## src/rtl/uart_rx_frame.sv

```systemverilog
// uart_rx_frame: parametrised UART receive engine.
// Two-flop input synchroniser, majority-of-three mid-bit sampling, start-bit
// glitch rejection, optional odd/even parity, one or two stop bits, and a
// valid/ready output stage with overrun reporting.
`timescale 1ns/1ps

module uart_rx_frame #(
  parameter int DATA_WIDTH   = 8,
  parameter int CLKS_PER_BIT = 868,
  parameter int PARITY       = 0,
  parameter int STOP_BITS    = 1
) (
  input  logic                  CLK100MHZ,
  input  logic                  reset,
  input  logic                  rx_en,
  input  logic                  RXD,
  output logic [DATA_WIDTH-1:0] data_out,
  output logic                  data_valid,
  input  logic                  data_ready,
  output logic                  parity_err,
  output logic                  frame_err,
  output logic                  overrun,
  output logic                  busy
);

  localparam int CNT_W = $clog2(CLKS_PER_BIT);
  localparam int IDX_W = $clog2(DATA_WIDTH);
  localparam int HALF  = CLKS_PER_BIT / 2;

  // Three sample points straddle the bit centre; the vote resolves on the last.
  localparam logic [CNT_W-1:0] SAMP_A   = CNT_W'(HALF - 1);
  localparam logic [CNT_W-1:0] SAMP_B   = CNT_W'(HALF);
  localparam logic [CNT_W-1:0] SAMP_C   = CNT_W'(HALF + 1);
  localparam logic [CNT_W-1:0] CNT_LAST = CNT_W'(CLKS_PER_BIT - 1);
  localparam logic [IDX_W-1:0] IDX_LAST = IDX_W'(DATA_WIDTH - 1);

  localparam logic PAR_EN    = (PARITY != 0) ? 1'b1 : 1'b0;
  localparam logic PAR_ODD   = (PARITY == 1) ? 1'b1 : 1'b0;
  localparam logic STOP_LAST = (STOP_BITS == 2) ? 1'b1 : 1'b0;

  typedef enum logic [2:0] {
    S_IDLE,
    S_START,
    S_DATA,
    S_PARITY,
    S_STOP
  } state_t;

  state_t                state;
  logic [CNT_W-1:0]      count;
  logic [IDX_W-1:0]      bit_idx;
  logic                  stop_idx;
  logic                  perr;
  logic                  ferr;

  logic                  rxd_p0;
  logic                  rxd_p1;
  logic                  samp_a;
  logic                  samp_b;
  logic [DATA_WIDTH-1:0] shreg;

  logic                  maj;
  logic                  at_mid;
  logic                  bit_end;

  // Majority of three samples; a single corrupted sample cannot flip a bit.
  function automatic logic maj3(input logic a, input logic b, input logic c);
    return (a & b) | (a & c) | (b & c);
  endfunction

  // Parity check: odd mode wants the XOR of data and parity bit to be 1,
  // even mode wants it to be 0. Returns 1 on mismatch.
  function automatic logic parity_bad(input logic [DATA_WIDTH-1:0] d,
                                      input logic                  p);
    return (^d) ^ p ^ PAR_ODD;
  endfunction

  // Sample-point decode and the majority vote using the live third sample.
  always_comb begin
    at_mid  = (count == SAMP_C);
    bit_end = (count == CNT_LAST);
    maj     = maj3(samp_a, samp_b, rxd_p1);
  end

  // --- stage p0/p1: two-flop synchroniser for the asynchronous serial line ---
  always_ff @(posedge CLK100MHZ or negedge reset) begin
    if (!reset) begin
      rxd_p0 <= 1'b1;
      rxd_p1 <= 1'b1;
    end else begin
      rxd_p0 <= RXD;
      rxd_p1 <= rxd_p0;
    end
  end

  // --- sampling: capture the first two votes and shift in resolved data bits ---
  always_ff @(posedge CLK100MHZ) begin
    if (count == SAMP_A) samp_a <= rxd_p1;
    if (count == SAMP_B) samp_b <= rxd_p1;
    if (rx_en && (state == S_DATA) && at_mid) shreg[bit_idx] <= maj;
  end

  // Frame FSM plus registered output stage (delivery, handshake, overrun).
  always_ff @(posedge CLK100MHZ or negedge reset) begin
    if (!reset) begin
      state      <= S_IDLE;
      count      <= '0;
      bit_idx    <= '0;
      stop_idx   <= 1'b0;
      perr       <= 1'b0;
      ferr       <= 1'b0;
      data_out   <= '0;
      data_valid <= 1'b0;
      parity_err <= 1'b0;
      frame_err  <= 1'b0;
      overrun    <= 1'b0;
      busy       <= 1'b0;
    end else begin
      overrun <= 1'b0;
      count   <= count + 1'b1;

      // Consumer handshake; a delivery below in the same cycle overrides it.
      if (data_valid && data_ready) data_valid <= 1'b0;

      if (!rx_en) begin
        // Disabling mid-frame discards the partial word only.
        state <= S_IDLE;
        count <= '0;
        busy  <= 1'b0;
      end else begin
        case (state)
          S_IDLE: begin
            count <= '0;
            if (!rxd_p1) begin
              state <= S_START;
              busy  <= 1'b1;
              perr  <= 1'b0;
              ferr  <= 1'b0;
            end
          end

          S_START: begin
            if (at_mid && maj) begin
              // Line back high at the bit centre: treat as a glitch.
              state <= S_IDLE;
              count <= '0;
              busy  <= 1'b0;
            end else if (bit_end) begin
              state   <= S_DATA;
              count   <= '0;
              bit_idx <= '0;
            end
          end

          S_DATA: begin
            if (bit_end) begin
              count <= '0;
              if (bit_idx == IDX_LAST) begin
                state    <= PAR_EN ? S_PARITY : S_STOP;
                stop_idx <= 1'b0;
              end else begin
                bit_idx <= bit_idx + 1'b1;
              end
            end
          end

          S_PARITY: begin
            if (at_mid) perr <= parity_bad(shreg, maj);
            if (bit_end) begin
              state    <= S_STOP;
              count    <= '0;
              stop_idx <= 1'b0;
            end
          end

          S_STOP: begin
            if (at_mid) begin
              if (!maj) ferr <= 1'b1;
              if (stop_idx == STOP_LAST) begin
                // Leave at the centre of the final stop bit so a following
                // start edge is caught even with a slightly fast transmitter.
                state <= S_IDLE;
                count <= '0;
                busy  <= 1'b0;
                if (!data_valid || data_ready) begin
                  data_out   <= shreg;
                  parity_err <= perr;
                  frame_err  <= ferr | ~maj;
                  data_valid <= 1'b1;
                end else begin
                  overrun <= 1'b1;
                end
              end
            end else if (bit_end) begin
              count    <= '0;
              stop_idx <= 1'b1;
            end
          end

          default: begin
            state <= S_IDLE;
            count <= '0;
            busy  <= 1'b0;
          end
        endcase
      end
    end
  end

endmodule

```

## config.mk

```make
export PLATFORM = sky130hd
export DESIGN_NAME = uart_rx_frame
export DESIGN_NICKNAME = d
export VERILOG_FILES = /design/src/rtl/uart_rx_frame.sv
export SDC_FILE = /design/constraint.sdc
export NUM_CORES = 1
export LEC_CHECK = 0
export ABC_AREA = 1
export CORE_MARGIN = 2
export CORE_UTILIZATION = 60
export DETAILED_ROUTE_END_ITERATION = 10
export PLACE_DENSITY = 0.82
export SETUP_SLACK_MARGIN = 0.2
export SLEW_MARGIN = 30
export SYNTH_ARGS = -nofsm -noshare
export SYNTH_HDL_FRONTEND = slang
export SYNTH_SLANG_ARGS = --single-unit
```

## constraint.sdc

```tcl
create_clock -name CLK100MHZ -period 3.8 [get_ports CLK100MHZ]
set_clock_uncertainty 0.15 [all_clocks]
set_input_delay 1.14 -clock CLK100MHZ [delete_from_list [all_inputs] [get_ports CLK100MHZ]]
set_output_delay 1.14 -clock CLK100MHZ [all_outputs]
set_load 0.05 [all_outputs]
```

After elaboration in Yosys (flattened, before gate mapping)
Cells that the tools add are included.

storage, ports and cells
  register bits after elaboration = 44
  input bits = 5
  output and inout port bits = 13

cells by class
  add/sub/neg operators = 2
  magnitude comparators = 2
  eq/ne operators = 30
  mux-type cells = 53
  bitwise operators = 9
  reductions and logical operators = 21

operator list
  cell                   number
  $mux 10                5
  $mux 3                 13
  $eq 10x9->1 const B    3
  $pmux 10 s3            1
  $mux 1                 26
  $ne 2x2->1 const B     12
  $ne 3x3->1 const B     6
  $pmux 3 s5             1
  $reduce_and 5->1       3
  $reduce_and 7->1       2
  $add 10x1->10 const B  1
  $eq 10x10->1 const B   1
  $bwmux 8               1
  $reduce_xor 8->1       1
  $eq 3x2->1 const B     2
  $eq 3x3->1 const B     2
  $pmux 3 s2             1
  $reduce_and 6->1       1
  $reduce_bool 2->1      3
  $logic_and 1x1->1      5
  $lt 3x4->1 const B     1
  $ne 4x4->1 const B     1
  $pmux 1 s2             2
  $pmux 1 s4             1
  other kinds (17)       22

Longest topological paths before layout
  word-level depth = 7
  depth in mapped cells = 10

Worst setup path before layout
OpenSTA, ideal clock, no wires.

  path kind = input -> register
  start = input rx_en
  end = register shreg[0] (enable)
  setup time = 0.312 ns
  arrival time = 1.734 ns
  data required time = 3.338 ns
  setup slack = 1.603 ns
  cell stages on the path = 3
  path buffers = 1
  cells stage by stage = clkbuf_1 -> nand4_1 -> nor3_1

between the ends
  word-level cells in the longest chain between the ends = 2

ends and longest elaborated chain
  item                             line  source
  from (decl)                      15    input logic rx_en,
  $logic_and 1x1->1 (2 in a row)   100   if (rx_en && (state == S_DATA) && at_mid) shreg[bit_idx] <= maj;
  to (signal, indexed assignment)  100
  to (decl)                        60    logic [DATA_WIDTH-1:0] shreg;

Every way passes these cells.
A chain may end at the register's enable or synchronous reset.

Worst setup path in the final report
  start = register data_out[2]
  end = output data_out[2]

RTL lines
  item                    line  source
  from (decl)             17    output logic [DATA_WIDTH-1:0] data_out,
  from (signal assigned)  186   data_out <= shreg;

No word-level cell between the ends.

==> results.py <==
metrics = {
    "cts": {
        "clk_pin_slew_ps": 80,
        "cts-root-buf": "clkbuf_8",
        "cts.repair.resized": 0,
        "clkSinkCount": 44,
        "ctsLongestPathBuffers": 2,
        "cts_tree": "built",
        "worst_skew_pair.late_latency_ps": 290,
        "ctsHoldBuffers": 0,
        "cts_buffers": 5,
        "htree_levels": 2,
        "cts_setup_buffers": 0,
    },
    "finish": {
        "layout_common_cells": "75 x nand2_1, 32 x dfrtp_1, 28 x nor2_1",
        "fin_nets": 295,
        "fin_util_pct": 70.11,
        "fin_area_mm2": 0.002547,
        "n_antenna_cell": 0,
        "fill_cells": 294,
        "seqCellArea_mm2": 0.001154,
        "drive_gt1_share_pct": 8.741,
        "final_common_cell": "nand2_1",
        "multi_input_area_um2": 950.9,
        "area_delta_synth_final_pct": 13.55,
    },
    "synthesis": {
        "yosys_warnings": 0,
        "yosysUniqueCellTypes": 29,
        "yosys.area_share.xor_xnor_pct": 4.685,
        "ys_ff_latch": 44,
        "synthAdderAreaFrac_pct": 2.789,
        "syn_area_mm2": 0.002243,
        "ys_seq_area_share_pct": 51.42,
        "yosys.area_share.simple_pct": 31.46,
        "synth_cells": 262,
        "syn-num-nets": 272,
        "synth_compound_area_share_pct": 3.458,
        "synth_top_family_by_area": "simple AND/OR/NAND/NOR gates",
        "muxShareOfSynthArea_pct": 0,
        "syn_area_per_cell_um2": 8.563,
    },
    "setup_path": {
        "critical_path_depth": 1,
        "r2r_slack_ps": 1600,
        "cp_max_fo": 2,
        "reg2reg_to": "state[2]",
        "cp_slowest_cell": "clkdlybuf4s50_1",
        "cp-end-kind": "primary output",
        "crit_family": "buffers and inverters",
        "crit_chain": "clkdlybuf4s50_1",
        "crit_buf_inv": 1,
        "critPathArrivalTime_ps": 1460,
        "worst_ep_required_time_ps": 2510,
        "max_stage_delay_ps": 810,
        "reg2reg_depth": 9,
        "worstSetupPathType": "flop to primary output",
        "cp-endpoint": "data_out[2]",
        "worst_setup_path_start_kind": "flop",
        "worstSetupStartpoint": "data_out[2]",
        "timing.rr.start": "rxd_p1",
    },
    "sta": {
        "post-route-min-period_ps": 2745,
        "final.setup.tns_ps": 0,
        "tightest_slew_ps": 701.0,
        "max-slew-margin-rel_pct": 53.27,
        "rsz0062_at_grt": "false",
        "fmax_ghz": 0.3642,
        "setup_ws_ps": 1055,
        "finalCritPeriodShare_pct": 72.25,
        "final_hold_viol_count": 0,
        "slew_violations": 0,
        "finalSetupViolations": 0,
    },
    "placement": {
        "port_buffers": 17,
        "place.gp.congestion": 0.8776,
        "placed_cell_area_mm2": 0.002466,
        "dp_slack_ps": 909.5,
        "hpwl_um": 2788,
    },
    "global_routing": {
        "grt_pass1_vias": 1494,
        "grt_pass1_wl_um": 6389,
        "grt.total_usage_pct": 19.73,
        "gr-total-overflow": 0,
        "antenna_found_initial": 0,
        "grt_max_degree": 35,
    },
    "floorplanning": {
        "die_area_mm2": 0.004244,
        "die_y_um": 65.15,
        "rows": 22,
        "core_mm2": 0.003633,
        "start_util_pct": 61.74,
        "io_pins": 18,
        "die_x_um": 65.15,
    },
    "hold_path": {
        "hp-class": "flop to flop",
    },
    "power_and_ir_drop": {
        "vdd_drop_max_v": 0.0003691,
        "power.density_mw_per_mm2": 434.5,
        "p_leak_nw": 1.137,
    },
    "drt": {
        "drtIter0Drc": 93,
        "num_vias": 1679,
        "dr.pass1.iters": 4,
        "routedWlPerCell_um": 11.06,
        "vias_per_cell": 5.027,
        "wl_um": 3694,
        "drcViolationCount": 0,
        "ant_nets": 0,
    },
    "run_status": {
        "status": "completed",
    },
    "run": {
        "maxCapViolations": 0,
    },
}
[layout make-up]
cell class | instances | area share, %
Sequential cell | 44 | 45.29
Tap cell | 48 | 2.358
Inverter | 33 | 4.862
Timing Repair Buffer | 18 | 6.974
Clock inverter | 1 | 0.1965
Multi-Input combinational cell | 183 | 37.33
Clock buffer | 7 | 2.996
[cell families (layout without fill, tap and decap cells)]
group | after synthesis | after routing
xor gates and xnor gates | 12 | 12
and+or+nand+nor | 151 | 151
AOI/OAI and AO/OA | 15 | 15
buffers and inverters | 35 | 59
adders and majority gates | 5 | 5
DFF | 44 | 44
[metrics by stage]
stage	std cells	power (W)	hold WS, ps
after CTS	334	0.001119	209.8
after detailed placement	326	0.0008413	199.1
after global placement	326	0.0008370	195.7
after floorplan	262	0.0007731	195.2
final	334	0.001107	208.4
after global routing	334	0.001183	215.6
[flip-flops by register name (all words and copies together) (netlist names), 3 cells and up]
signal / cells
bit_idx: 3
count: 10
data_out: 8
shreg: 8
state: 3
[synthesized netlist by cell type, drive strengths merged]
library cell / number / area (µm²)
dfstp: 2 / 52.55
buf: 1 / 11.26
nand3: 20 / 117.6
clkbuf: 1 / 3.750
nand2: 77 / 294.0
nand4: 4 / 25.02
xor2: 8 / 70.07
nor3: 15 / 102.6
o21ai: 9 / 45.04
or2: 2 / 12.52
edfxtp: 10 / 300.3
clkinv: 2 / 7.510
nand3b: 2 / 15.01
xnor2: 4 / 35.03
dfrtp: 32 / 800.8
a31oi: 2 / 12.51
inv: 31 / 116.4
a21oi: 4 / 20.02
ha: 5 / 62.56
nor2: 31 / 138.9
[report_power, final]
| group | internal (W) | switching, W | leakage [nW] |
|---|---|---|---|
| Combinational | 0.0000846 | 0.000186 | 0.541 |
| Clock | 0.000129 | 0.000147 | 0.0422 |
| Sequential | 0.000515 | 0.0000451 | 0.554 |
| Total | 0.000729 | 0.000378 | 1.14 |
[per-layer routing]
layer	vias up	share of wire [%]	global-route usage (%)
li1	880	-	-
met5	-	0	0
met4	0	0.95	10.16
met1	761	51	26.78
met3	4	4.5	4.110
met2	34	44	30.15
[how the worst min path moves through the flow]
stage	start	endpoint	slack, ps	cells past startpoint
finish	rxd_p0	rxd_p1	210	0
global route	rxd_p0	rxd_p1	220	0
CTS	rxd_p0	rxd_p1	210	0
detailed placement	rxd_p0	rxd_p1	200	0
global placement	rxd_p0	rxd_p1	200	0
floorplan	rxd_p0	rxd_p1	200	0
Note: power is estimated with default switching activity, not from simulation.
